--- src/rtl/plab5_mcore_mem_net_resp_queued_pkg.sv ---
// Shared field definitions for the memory-response-to-network adapter.
//
// Memory response control half layout (MSB..LSB): {type, opaque, len}.
//   type   : 3 bits
//   opaque : mo bits
//   len    : clog2(md/8) bits
// Network control layout (MSB..LSB): {dest, src, opaque, payload_control}.
//   dest, src : ns bits each
//   opaque    : no bits (carries the rolling tag)
//   payload   : the memory response control half, unchanged
//
// The helper functions stand in for the field-width macros of the shared
// message headers, so port widths can be derived from module parameters.
package plab5_mcore_mem_net_resp_queued_pkg;

  localparam int unsigned MEM_RESP_TYPE_NBITS = 3;

  typedef enum logic [MEM_RESP_TYPE_NBITS-1:0] {
    MEM_RESP_READ  = 3'd0,
    MEM_RESP_WRITE = 3'd1,
    MEM_RESP_INIT  = 3'd2,
    MEM_RESP_AMO   = 3'd3
  } mem_resp_type_e;

  // Width of the byte-length field for a given data width.
  function automatic int unsigned mem_resp_len_nbits(input int unsigned md);
    return $clog2(md / 8);
  endfunction

  // Control half of a memory response: everything except the data field.
  function automatic int unsigned mem_resp_ctrl_nbits(input int unsigned mo,
                                                      input int unsigned md);
    return MEM_RESP_TYPE_NBITS + mo + mem_resp_len_nbits(md);
  endfunction

  // Network control: dest + src + opaque + payload control.
  function automatic int unsigned net_ctrl_nbits(input int unsigned pc,
                                                 input int unsigned no,
                                                 input int unsigned ns);
    return 2 * ns + no + pc;
  endfunction

  // Pointer width that stays legal for a single-entry queue.
  function automatic int unsigned ptr_nbits(input int unsigned n);
    return (n > 1) ? $clog2(n) : 1;
  endfunction

endpackage

--- src/rtl/plab5_mcore_mem_net_resp_queue.sv ---
// Parametrised FIFO holding {domain, control, data} per entry.
//
// Control words are kept in one array (low-security), data words in a
// separate per-entry array whose security domain is the stored domain bit.
// The head entry is presented directly from storage; when the queue is
// empty the outputs are forced to zero so no stale data or domain leaks.
//
// Build option: PLAB5_MCORE_MEM_NET_RESP_SCRUB_EN -- when defined, the
// entry freed by a dequeue has its data and domain cleared on that edge.
//
// Ports:
//   clk, reset_n                 clock, async active-low reset
//   enq_val/enq_rdy              enqueue handshake
//   enq_domain/control/data      entry being written
//   deq_val/deq_rdy              dequeue handshake
//   deq_domain/control/data      head entry (zero when empty)
//   occupancy                    number of entries held
module plab5_mcore_mem_net_resp_queue
  import plab5_mcore_mem_net_resp_queued_pkg::*;
#(
  parameter int unsigned p_num_entries = 2,
  parameter int unsigned p_ctrl_nbits  = 23,
  parameter int unsigned p_data_nbits  = 32
)(
  input  logic                             clk,
  input  logic                             reset_n,
  input  logic                             enq_val,
  output logic                             enq_rdy,
  input  logic                             enq_domain,
  input  logic [p_ctrl_nbits-1:0]          enq_control,
  input  logic [p_data_nbits-1:0]          enq_data,
  output logic                             deq_val,
  input  logic                             deq_rdy,
  output logic                             deq_domain,
  output logic [p_ctrl_nbits-1:0]          deq_control,
  output logic [p_data_nbits-1:0]          deq_data,
  output logic [$clog2(p_num_entries):0]   occupancy
);

  localparam int unsigned PW = ptr_nbits(p_num_entries);
  localparam int unsigned OW = $clog2(p_num_entries) + 1;
  localparam logic [PW-1:0] LAST_PTR = PW'(p_num_entries - 1);
  localparam logic [OW-1:0] FULL_CNT = OW'(p_num_entries);

  logic [PW-1:0]           wr_ptr;
  logic [PW-1:0]           rd_ptr;
  logic [PW-1:0]           wr_ptr_nxt;
  logic [PW-1:0]           rd_ptr_nxt;
  logic [OW-1:0]           count;
  logic                    enq_fire;
  logic                    deq_fire;

  logic                    dom_q  [p_num_entries];
  logic [p_ctrl_nbits-1:0] ctrl_q [p_num_entries];
  logic [p_data_nbits-1:0] data_q [p_num_entries];

  // A full queue still accepts when the head leaves on the same edge.
  assign deq_val  = (count != '0);
  assign enq_rdy  = (count < FULL_CNT) || deq_rdy;
  assign enq_fire = enq_val && enq_rdy;
  assign deq_fire = deq_val && deq_rdy;

  // Explicit wrap keeps non-power-of-two and single-entry depths correct.
  assign wr_ptr_nxt = (wr_ptr == LAST_PTR) ? '0 : wr_ptr + 1'b1;
  assign rd_ptr_nxt = (rd_ptr == LAST_PTR) ? '0 : rd_ptr + 1'b1;

  always_ff @(posedge clk or negedge reset_n) begin
    if (!reset_n) begin
      wr_ptr <= '0;
      rd_ptr <= '0;
      count  <= '0;
    end else begin
      if (enq_fire) wr_ptr <= wr_ptr_nxt;
      if (deq_fire) rd_ptr <= rd_ptr_nxt;
      case ({enq_fire, deq_fire})
        2'b10:   count <= count + 1'b1;
        2'b01:   count <= count - 1'b1;
        default: count <= count;
      endcase
    end
  end

  // Storage is not reset: empty entries are never presented at the output.
  // When full with enq and deq together, wr_ptr == rd_ptr; the enqueue
  // write comes last so the new entry wins over the scrub.
  always_ff @(posedge clk) begin
`ifdef PLAB5_MCORE_MEM_NET_RESP_SCRUB_EN
    if (deq_fire) begin
      dom_q[rd_ptr]  <= 1'b0;
      data_q[rd_ptr] <= '0;
    end
`endif
    if (enq_fire) begin
      dom_q[wr_ptr]  <= enq_domain;
      ctrl_q[wr_ptr] <= enq_control;
      data_q[wr_ptr] <= enq_data;
    end
  end

  assign deq_domain  = deq_val ? dom_q[rd_ptr]  : 1'b0;
  assign deq_control = deq_val ? ctrl_q[rd_ptr] : '0;
  assign deq_data    = deq_val ? data_q[rd_ptr] : '0;
  assign occupancy   = count;

endmodule

--- src/rtl/plab5_mcore_mem_net_resp_queued.sv ---
// Buffered memory-response-to-network adapter for one bank response port.
//
// Each accepted memory response is re-packed into a network message:
//   dest   = top ns bits of the memory opaque field
//   src    = p_net_src (this bank's id)
//   opaque = rolling tag, +1 per accepted response, wraps mod 2^no
//   payload control = {type, opaque, len} unchanged, data unchanged
// and queued in a p_num_entries-deep FIFO. Outputs come only from the
// stored head entry, so there is no combinational in->out data path.
//
// Build option: PLAB5_MCORE_MEM_NET_RESP_SCRUB_EN (see queue sub-module);
// interface and timing are identical with or without it.
//
// Ports:
//   clk, reset_n       clock, async active-low reset
//   in_val/in_rdy      memory response handshake
//   in_domain          security domain of the response
//   in_msg_control     {type, opaque, len}
//   in_msg_data        response data
//   out_val/out_rdy    network message handshake
//   out_domain         domain of the head entry
//   out_msg_control    {dest, src, opaque, payload control}
//   out_msg_data       payload data
//   occupancy          entries held
module plab5_mcore_mem_net_resp_queued
  import plab5_mcore_mem_net_resp_queued_pkg::*;
#(
  parameter int unsigned p_net_src           = 0,
  parameter int unsigned p_num_ports         = 4,
  parameter int unsigned p_num_entries       = 2,
  parameter int unsigned p_mem_opaque_nbits  = 8,
  parameter int unsigned p_mem_data_nbits    = 32,
  parameter int unsigned p_net_opaque_nbits  = 4,
  parameter int unsigned p_net_srcdest_nbits = 3
)(
  input  logic clk,
  input  logic reset_n,

  input  logic in_val,
  output logic in_rdy,
  input  logic in_domain,
  input  logic [mem_resp_ctrl_nbits(p_mem_opaque_nbits, p_mem_data_nbits)-1:0] in_msg_control,
  input  logic [p_mem_data_nbits-1:0] in_msg_data,

  output logic out_val,
  input  logic out_rdy,
  output logic out_domain,
  output logic [net_ctrl_nbits(mem_resp_ctrl_nbits(p_mem_opaque_nbits, p_mem_data_nbits),
                               p_net_opaque_nbits, p_net_srcdest_nbits)-1:0] out_msg_control,
  output logic [p_mem_data_nbits-1:0] out_msg_data,
  output logic [$clog2(p_num_entries):0] occupancy
);

  localparam int unsigned MO = p_mem_opaque_nbits;
  localparam int unsigned MD = p_mem_data_nbits;
  localparam int unsigned NO = p_net_opaque_nbits;
  localparam int unsigned NS = p_net_srcdest_nbits;
  localparam int unsigned LB = mem_resp_len_nbits(MD);
  localparam int unsigned RC = mem_resp_ctrl_nbits(MO, MD);
  localparam int unsigned NC = net_ctrl_nbits(RC, NO, NS);

  localparam logic [NS-1:0] SRC_ID = NS'(p_net_src);

  // Configuration sanity: every port must be addressable and the dest
  // slice must fit inside the memory opaque field.
  if (p_num_ports > (1 << NS)) begin : g_bad_ports
    $error("p_num_ports does not fit in p_net_srcdest_nbits");
  end
  if (NS > MO) begin : g_bad_srcdest
    $error("p_net_srcdest_nbits must not exceed p_mem_opaque_nbits");
  end

  logic [NO-1:0] tag;
  logic [NS-1:0] dest;
  logic [NC-1:0] pack_control;
  logic          enq_fire;

  // Opaque sits just above the len field; dest is its top NS bits.
  assign dest         = in_msg_control[LB+MO-1 -: NS];
  assign pack_control = {dest, SRC_ID, tag, in_msg_control};
  assign enq_fire     = in_val && in_rdy;

  always_ff @(posedge clk or negedge reset_n) begin
    if (!reset_n) begin
      tag <= '0;
    end else if (enq_fire) begin
      tag <= tag + 1'b1;
    end
  end

  plab5_mcore_mem_net_resp_queue #(
    .p_num_entries (p_num_entries),
    .p_ctrl_nbits  (NC),
    .p_data_nbits  (MD)
  ) u_queue (
    .clk         (clk),
    .reset_n     (reset_n),
    .enq_val     (in_val),
    .enq_rdy     (in_rdy),
    .enq_domain  (in_domain),
    .enq_control (pack_control),
    .enq_data    (in_msg_data),
    .deq_val     (out_val),
    .deq_rdy     (out_rdy),
    .deq_domain  (out_domain),
    .deq_control (out_msg_control),
    .deq_data    (out_msg_data),
    .occupancy   (occupancy)
  );

endmodule

--- config.mk ---
export PLATFORM = sky130hd
export DESIGN_NAME = plab5_mcore_mem_net_resp_queued
export DESIGN_NICKNAME = d
export VERILOG_FILES = /design/src/rtl/plab5_mcore_mem_net_resp_queued_pkg.sv /design/src/rtl/plab5_mcore_mem_net_resp_queue.sv /design/src/rtl/plab5_mcore_mem_net_resp_queued.sv
export SDC_FILE = /design/constraint.sdc
export NUM_CORES = 1
export LEC_CHECK = 0
export BUFFER_PORTS_ARGS = -buffer_cell sky130_fd_sc_hd__buf_2
export CELL_PAD_IN_SITES_DETAIL_PLACEMENT = 0
export CELL_PAD_IN_SITES_GLOBAL_PLACEMENT = 1
export CORE_MARGIN = 5
export CORE_UTILIZATION = 40
export CTS_CLUSTER_SIZE = 14
export DETAILED_ROUTE_END_ITERATION = 10
export PLACE_DENSITY_LB_ADDON = 0.1
export SLEW_MARGIN = 25
export SYNTH_ARGS = -nofsm -noshare
export SYNTH_HDL_FRONTEND = slang
export SYNTH_SLANG_ARGS = --single-unit
--- constraint.sdc ---
create_clock -name clk -period 8.1 [get_ports clk]
set_input_delay 1.62 -clock clk [delete_from_list [all_inputs] [get_ports clk]]
set_output_delay 1.62 -clock clk [all_outputs]
set_load 0.005 [all_outputs]
==> results.yml, run 1 <==
sta:
  fin_tns_setup_ns: 0
  finalHoldViolations: 0
  setup_viol: 0
  slew_headroom_pct: 46.0
  fin_skew_ns: 0.0132
  period_needed_ns: 3.71
  rsz0062_at_grt: "false"
  timing.final.crit_share_pct: 45.8
  drv_slew: 0
  worst_pin_slew_ns: 0.808
  fmax_ghz: 0.270
logic_synthesis:
  synth_mux_area_share_pct: 12.3
  synth-simple-area-share_pct: 6.07
  synthAdderAreaFrac_pct: 0.595
  synth_compound_area_share_pct: 0
  avgSynthCellArea_um2: 17.0
  synth_cells: 248
  ys_top_cells_by_area: "edfxtp_1 71%, mux2i_1 12%, dfrtp_1 4.8%"
  synth_top_cell_by_area: "edfxtp_1"
  synth_cell_types: 19
  yosysSeqAreaShare_pct: 76.1
  yosys.area_share.xor_xnor_pct: 1.67
  synth_top_family_by_area: "multiplexers"
  synth-seq-cells: 108
  yosys.area.top_type_share_pct: 71.4
  netlist_area_um2: 4210
  synth_warnings: 0
place:
  dp_hpwl_um: 4930
  dp_cells: 479
  io_buffers: 106
  place.gp.congestion: 0.702
  place_area_um2: 4820
power:
  pwr_density_cell_nw_per_um2: 344
  power_mw: 1.72
  vdd_drop_max_mv: 0.182
  leakagePower_nw: 2.06
routing:
  drt-initial-drc-count: 79
  drt-pass1-iter-count: 4
  wl_um: 7720
  vias: 2260
  routed_via_density: 4.57
  drc: 0
  drtAntennaViolNets: 0
  wl_per_cell_um: 15.6
layout:
  final_util_pct: 48.7
  final_cells: 494
  syn_to_final_growth_pct: 19.0
  drive_gt1_share_pct: 36.6
  final_cell_mix: "106 x buf_2, 100 x edfxtp_1, 51 x nor2_1"
  diodes: 0
  final_common_cell: "buf_2"
  final_cell_area_um2: 5010
  final_nets: 406
worst_setup_path:
  start_kind: "input port"
  r2r-end: "u_queue.occupancy[1]"
  arrival_ns: 2.09
  required_ns: 6.48
  path_class: "in2out"
  path_max_fanout: 5
  r2r_setup_slack_ns: 5.75
  rr_startpoint: "u_queue.occupancy[1]"
  crit_path_end_kind: "output port"
  rr_worst_depth: 7
floorplan:
  row_count: 37
  die_area_um2: 12700
  coreArea_um2: 10300
  die_h_um: 113
  ios: 110
  initial_core_util_pct: 40.9
  die_width_um: 113
min_path:
  hold_class: "reg2reg"
  min_to: "tag[3]"
  min_from: "tag[3]"
  holdPathStages: 1
grt:
  grtUsageTotal_pct: 12.3
  grt_pass1_vias: 2372
  grt_max_degree: 46
  grt_pass1_wl_um: 11900
  grt_overflow_total: 0
  antenna_found_initial: 0
clock_tree:
  ctsResizeCount: 0
  clock-sinks: 108
  ctsHoldBuffers: 0
  h-tree-depth: 3
  cts_setup_buffers: 0
  cts_root_buffer: "clkbuf_8"
  cts_tree: "built"
  clockBufferDepth: 2
  clkLatencyLatePin_ns: 0.36
  cts_buffers: 9
  clk_pin_slew_ns: 0.09
job:
  drv_cap: 0
outcome:
  outcome: "finished, final reports clean"
[critical path, stage by stage]
cell      delay [ns]
buf_2           0.10
nand2b_2        0.22
buf_2           0.15
[synthesized netlist by cell type]
cell and instances:
and2_1 1, and3_1 2, buf_2 6, buf_4 6, buf_6 5, conb_1 1
dfrtp_1 8, edfxtp_1 100, ha_1 2, inv_2 1, mux2_4 1, mux2i_1 50
nand2_4 1, nand2b_2 1, nand3_1 2, nor2_1 52, nor2_4 1, xnor2_1 6
xor2_1 2
[per-layer routing]
metal / global-route usage [%] / routed length (um)
met1: 14.9 / 3420
met2: 20.9 / 3880
met3: 3.67 / 364
met4: 3.85 / 61
met5: 0 / 0
[final cells by class]
type                            instances  area, um2
Sequential cell                       108       3200
Inverter                                1       3.75
Multi-Input combinational cell        124        886
Tap cell                              136        170
Clock inverter                          4       51.3
Timing Repair Buffer                  110        561
Clock buffer                           11        131
Fill cell                             968       5270
[power breakdown]
part           switching, mW  total (mW)  internal, mW  leakage (nW)
sequential            0.0535       0.809         0.755          1.02
clock                  0.167       0.309         0.142        0.0894
combinational          0.337       0.605         0.268         0.951
[registers in the layout, summed over array words and instances (netlist names)]
name / cells
tag: 4
u_queue.ctrl_q: 34
u_queue.data_q: 64
u_queue.dom_q: 2
u_queue.occupancy: 2
u_queue.rd_ptr: 1
u_queue.wr_ptr: 1
[worst max-delay path by stage]
| stage | slack, ns | startpoint | depth (start not counted) | to |
|---|---|---|---|---|
| 3_3_place_gp | 4.41 | out_rdy | 3 | in_rdy |
| 4_1_cts | 4.38 | u_queue.rd_ptr | 4 | out_msg_control[7] |
| 2_1_floorplan | 3.67 | out_rdy | 3 | u_queue.ctrl_q[0][0] |
| 6_report | 4.39 | out_rdy | 3 | in_rdy |
| 5_1_grt | 4.26 | u_queue.occupancy[1] | 4 | out_msg_control[13] |
| 3_5_place_dp | 4.40 | out_rdy | 3 | in_rdy |
[stage by stage]
step,worst slack (ns),hold slack (ns)
global route,4.26,0.520
floorplan,3.67,0.458
global placement,4.41,0.473
CTS,4.38,0.495
detailed placement,4.40,0.482
finish,4.39,0.495
[cells by family after synthesis]
| logic type | Yosys count |
|---|---|
| flops | 108 |
| simple gates | 60 |
| mux | 51 |
| buf+inv | 18 |
| xor+xnor | 8 |
| fa+ha+maj | 2 |
| other cells | 1 |
Power figures use the tool's default switching activity.
==> run 2, diff against run 1 <==
clock period = 3.5 ns   (was 8.1 ns; I/O delays follow)
==> results.yml, run 2 (synthesized netlist as in run 1, its figures left out) <==
outcome:
  outcome: "finished, final reports clean"
routing:
  drtAntennaViolNets: 0
  drc: 0
  drt-pass1-iter-count: 4
  wl_per_cell_um: 15.6
  vias: 2255
  drt-initial-drc-count: 74
  routed_via_density: 4.56
  wl_um: 7720
worst_setup_path:
  cpPeakStageDelay_ns: 1.01
  arrival_ns: 1.94
  start_kind: "flip-flop"
  rr_startpoint: "u_queue.occupancy[1]"
  path_cells: "mux2i_1 > nor2_1 > buf_2"
  rr_worst_depth: 7
  cpLargestDelayFamily: "flip-flops"
  path_max_fanout: 51
  cp_num_buf_inv: 1
  r2r-end: "u_queue.occupancy[1]"
  path_class: "reg2out"
  crit_path_end_kind: "output port"
  slowest_stage: "dfrtp_4"
  required_ns: 2.80
  r2r_setup_slack_ns: 1.30
grt:
  grt_max_degree: 52
  antenna_found_initial: 0
  grtUsageTotal_pct: 12.3
  grt_overflow_total: 0
  grt_pass1_wl_um: 11900
  grt_pass1_vias: 2340
sta:
  fmax_ghz: 0.379
  fin_ws_ns: 0.859
  timing.final.crit_share_pct: 75.5
  fin_tns_setup_ns: 0
  period_needed_ns: 2.64
  slew_headroom_pct: 38.5
  setup_viol: 0
  drv_slew: 0
  finalHoldViolations: 0
  fin_skew_ns: 0.00634
  worst_pin_slew_ns: 0.922
  rsz0062_at_grt: "false"
floorplan:
  coreArea_um2: 10300
  row_count: 37
  die_area_um2: 12700
  ios: 110
  die_h_um: 113
  die_width_um: 113
  initial_core_util_pct: 40.9
power:
  leakagePower_nw: 2.07
  pwr_density_cell_nw_per_um2: 794
  power_mw: 4.01
  vdd_drop_max_mv: 0.342
layout:
  largest_registers: "u_queue.data_q: 64 flops, u_queue.ctrl_q: 34 flops, tag: 4 flops"
  final_cell_mix: "106 x buf_2, 100 x edfxtp_1, 51 x nor2_1"
  final_nets: 405
  regMostFlops: "u_queue.data_q"
  final_common_cell: "buf_2"
  diodes: 0
  drive_gt1_share_pct: 36.3
  syn_to_final_growth_pct: 19.9
  largest_register_ffs: 64
place:
  io_buffers: 106
  dp_hpwl_um: 5090
  place.gp.congestion: 0.670
  dpl_worst_slack_ns: 1.22
clock_tree:
  clk_pin_slew_ns: 0.09
  ctsResizeCount: 0
  cts_buffers: 9
  cts_root_buffer: "clkbuf_8"
  clock-sinks: 108
  clockBufferDepth: 2
  cts_tree: "built"
  h-tree-depth: 3
  clkLatencyLatePin_ns: 0.35
  ctsHoldBuffers: 0
  cts_setup_buffers: 0
job:
  drv_cap: 0
min_path:
  hold_class: "in2async"
==> run 2: metrics by stage <==
stage                     util [%]  std cells  area, um2  hold WS [ns]
after floorplan                  -        250       4220         0.404
after global placement        47.3        478       4860         0.474
after detailed placement      47.3        478       4860         0.495
after CTS                     49.1        494       5040         0.165
after global routing          49.1        494       5040         0.173
final                         49.1        494       5040         0.176
==> run 2: worst max path at each step <==
stage | start | to | cells past startpoint
floorplan | out_rdy | u_queue.ctrl_q[0][0] | 3
global placement | u_queue.rd_ptr | out_msg_control[12] | 3
detailed placement | u_queue.rd_ptr | out_msg_control[12] | 3
CTS | u_queue.rd_ptr | out_msg_control[12] | 3
global route | u_queue.rd_ptr | out_msg_data[10] | 3
finish | u_queue.rd_ptr | out_msg_data[20] | 3
==> run 2: per-layer routing <==
layer | part of all wire [%] | track usage [%] | vias to the layer above
met5 | 0 | 0 | -
met4 | 1.5 | 4.81 | 0
met3 | 5.3 | 3.02 | 10
met2 | 50 | 20.7 | 64
met1 | 43 | 15.3 | 1081
li1 | - | - | 1100
==> run 2: report_power, final <==
part / switching, mW / total [mW] / leakage, nW / internal, mW
Sequential: 0.263 / 2.01 / 1.02 / 1.75
Combinational: 0.633 / 1.28 / 0.957 / 0.650
Clock: 0.382 / 0.714 / 0.0906 / 0.332
==> run 2: worst register-to-register path: cells and delay by family, from the launching register on <==
kind	cells	cell delay, ns
flops	1	0.46
fa+ha+maj	1	0.32
simple gates	3	0.88
xor+xnor	1	0.15
buf+inv	2	0.32
==> run 2: layout make-up <==
type	instances	area, um2
Clock buffer	12	135
Multi-Input combinational cell	124	886
Tap cell	136	170
Fill cell	922	5230
Inverter	1	3.75
Sequential cell	108	3210
Timing Repair Buffer	109	591
Clock inverter	4	51.3
==> run 3, diff against run 2 <==
CORE_UTILIZATION = 39   (was 40)
clock period = 2.3 ns   (was 3.5 ns; I/O delays follow)
==> results.yml, run 3 (synthesized netlist as in run 1, its figures left out) <==
layout:
  largest_registers: "u_queue.data_q: 64 flops, u_queue.ctrl_q: 34 flops, tag: 4 flops"
  final_cell_mix: "106 x buf_2, 100 x edfxtp_1, 51 x nor2_1"
  regMostFlops: "u_queue.data_q"
  final_util_pct: 47.9
  final_cell_area_um2: 5130
  largest_register_ffs: 64
  syn_to_final_growth_pct: 21.9
  num-fill-cells: 949
  drive_gt1_share_pct: 38.3
  final_common_cell: "buf_2"
  diodes: 0
  final_nets: 415
routing:
  drt-pass1-iter-count: 4
  vias: 2313
  drtAntennaViolNets: 0
  wl_per_cell_um: 15.5
  routed_via_density: 4.55
  drt-initial-drc-count: 89
  wl_um: 7870
  drc: 0
sta:
  setup_viol: 0
  finalHoldViolations: 0
  period_needed_ns: 2.05
  fin_tns_setup_ns: 0
  rsz0062_at_grt: "false"
  fin_skew_ns: 0.0112
  timing.final.crit_share_pct: 89.2
  drv_slew: 0
  fmax_ghz: 0.487
grt:
  grt_pass1_vias: 2289
  grt_pass1_wl_um: 11700
  grtUsageTotal_pct: 11.9
  grt_overflow_total: 0
  grt_max_degree: 36
  antenna_found_initial: 1
worst_setup_path:
  path_max_fanout: 11
  arrival_ns: 1.59
  r2r_setup_slack_ns: 0.69
  crit_path_end_kind: "output port"
  path_class: "reg2out"
  startpoint: "u_queue.rd_ptr"
  r2r-end: "u_queue.data_q[0][20]"
  start_kind: "flip-flop"
  rr_worst_depth: 4
  required_ns: 1.84
  endpoint: "out_msg_data[9]"
  rr_startpoint: "u_queue.occupancy[1]"
clock_tree:
  cts_root_buffer: "clkbuf_8"
  clkLatencyLatePin_ns: 0.35
  ctsResizeCount: 0
  cts_tree: "built"
  clk_pin_slew_ns: 0.10
  h-tree-depth: 3
  clock-sinks: 108
  clockBufferDepth: 2
  cts_buffers: 9
floorplan:
  row_count: 38
  die_width_um: 114
  die_area_um2: 13000
  die_h_um: 114
  ios: 110
  coreArea_um2: 10700
  initial_core_util_pct: 39.3
place:
  place_area_um2: 4910
  place.gp.congestion: 0.683
  io_buffers: 106
  dp_hpwl_um: 5240
job:
  drv_cap: 0
outcome:
  outcome: "finished, final reports clean"
min_path:
  hold_class: "in2reg"
  min_from: "in_msg_data[6]"
power:
  power_mw: 6.24
  vdd_drop_max_mv: 0.602
  pwr_density_cell_nw_per_um2: 1220
  leakagePower_nw: 2.12
==> run 3: what timing repair did <==
item,CTS,global route
hold buffers,1,0
endpoints found under the setup margin,0,2
hold endpoints to repair,8,0
buffers inserted,0,1
==> run 3: stage by stage <==
stage,cells,hold slack (ns),setup slack (ns)
global route,508,0.253,0.117
CTS,507,0.264,0.0592
floorplan,250,0.164,0.431
detailed placement,490,0.320,0.468
global placement,490,0.318,0.518
finish,508,0.282,0.249
==> run 3: how the worst min path moves through the flow <==
stage	cells past startpoint	slack, ns	endpoint
global placement	1	0.32	u_queue.occupancy[0]
detailed placement	1	0.32	u_queue.occupancy[1]
floorplan	0	0.16	tag[0]
finish	1	0.28	u_queue.data_q[0][6]
global route	1	0.25	u_queue.ctrl_q[1][0]
CTS	1	0.26	u_queue.data_q[0][6]
==> run 3: metal layers <==
metal / up-vias / wire (um) / GRT usage, %
li1: 1124 / - / -
met1: 1115 / 3300 / 14.4
met3: 12 / 477 / 3.34
met5: - / 7 / 0
met4: 2 / 165 / 5.23
met2: 60 / 3920 / 20.0
==> run 3: final cells by class <==
cell class | count | area [um2] | share of cell area, %
Clock buffer | 9 | 124 | 2.42
Clock inverter | 7 | 72.6 | 1.42
Inverter | 1 | 3.75 | 0.0732
Multi-Input combinational cell | 124 | 886 | 17.3
Sequential cell | 108 | 3210 | 62.5
Tap cell | 140 | 175 | 3.42
Timing Repair Buffer | 119 | 659 | 12.9
==> run 3: power by group <==
part / switching [mW] / internal (mW)
combinational: 1.19 / 1.05
clock: 0.621 / 0.510
sequential: 0.210 / 2.66
total: 2.02 / 4.22
==> run 3: critical path, stage by stage (launching register included) <==
cell and delay (ns):
dfrtp_4 0.57, buf_4 0.25, mux2i_1 0.23, nor2_1 0.05, buf_2 0.13
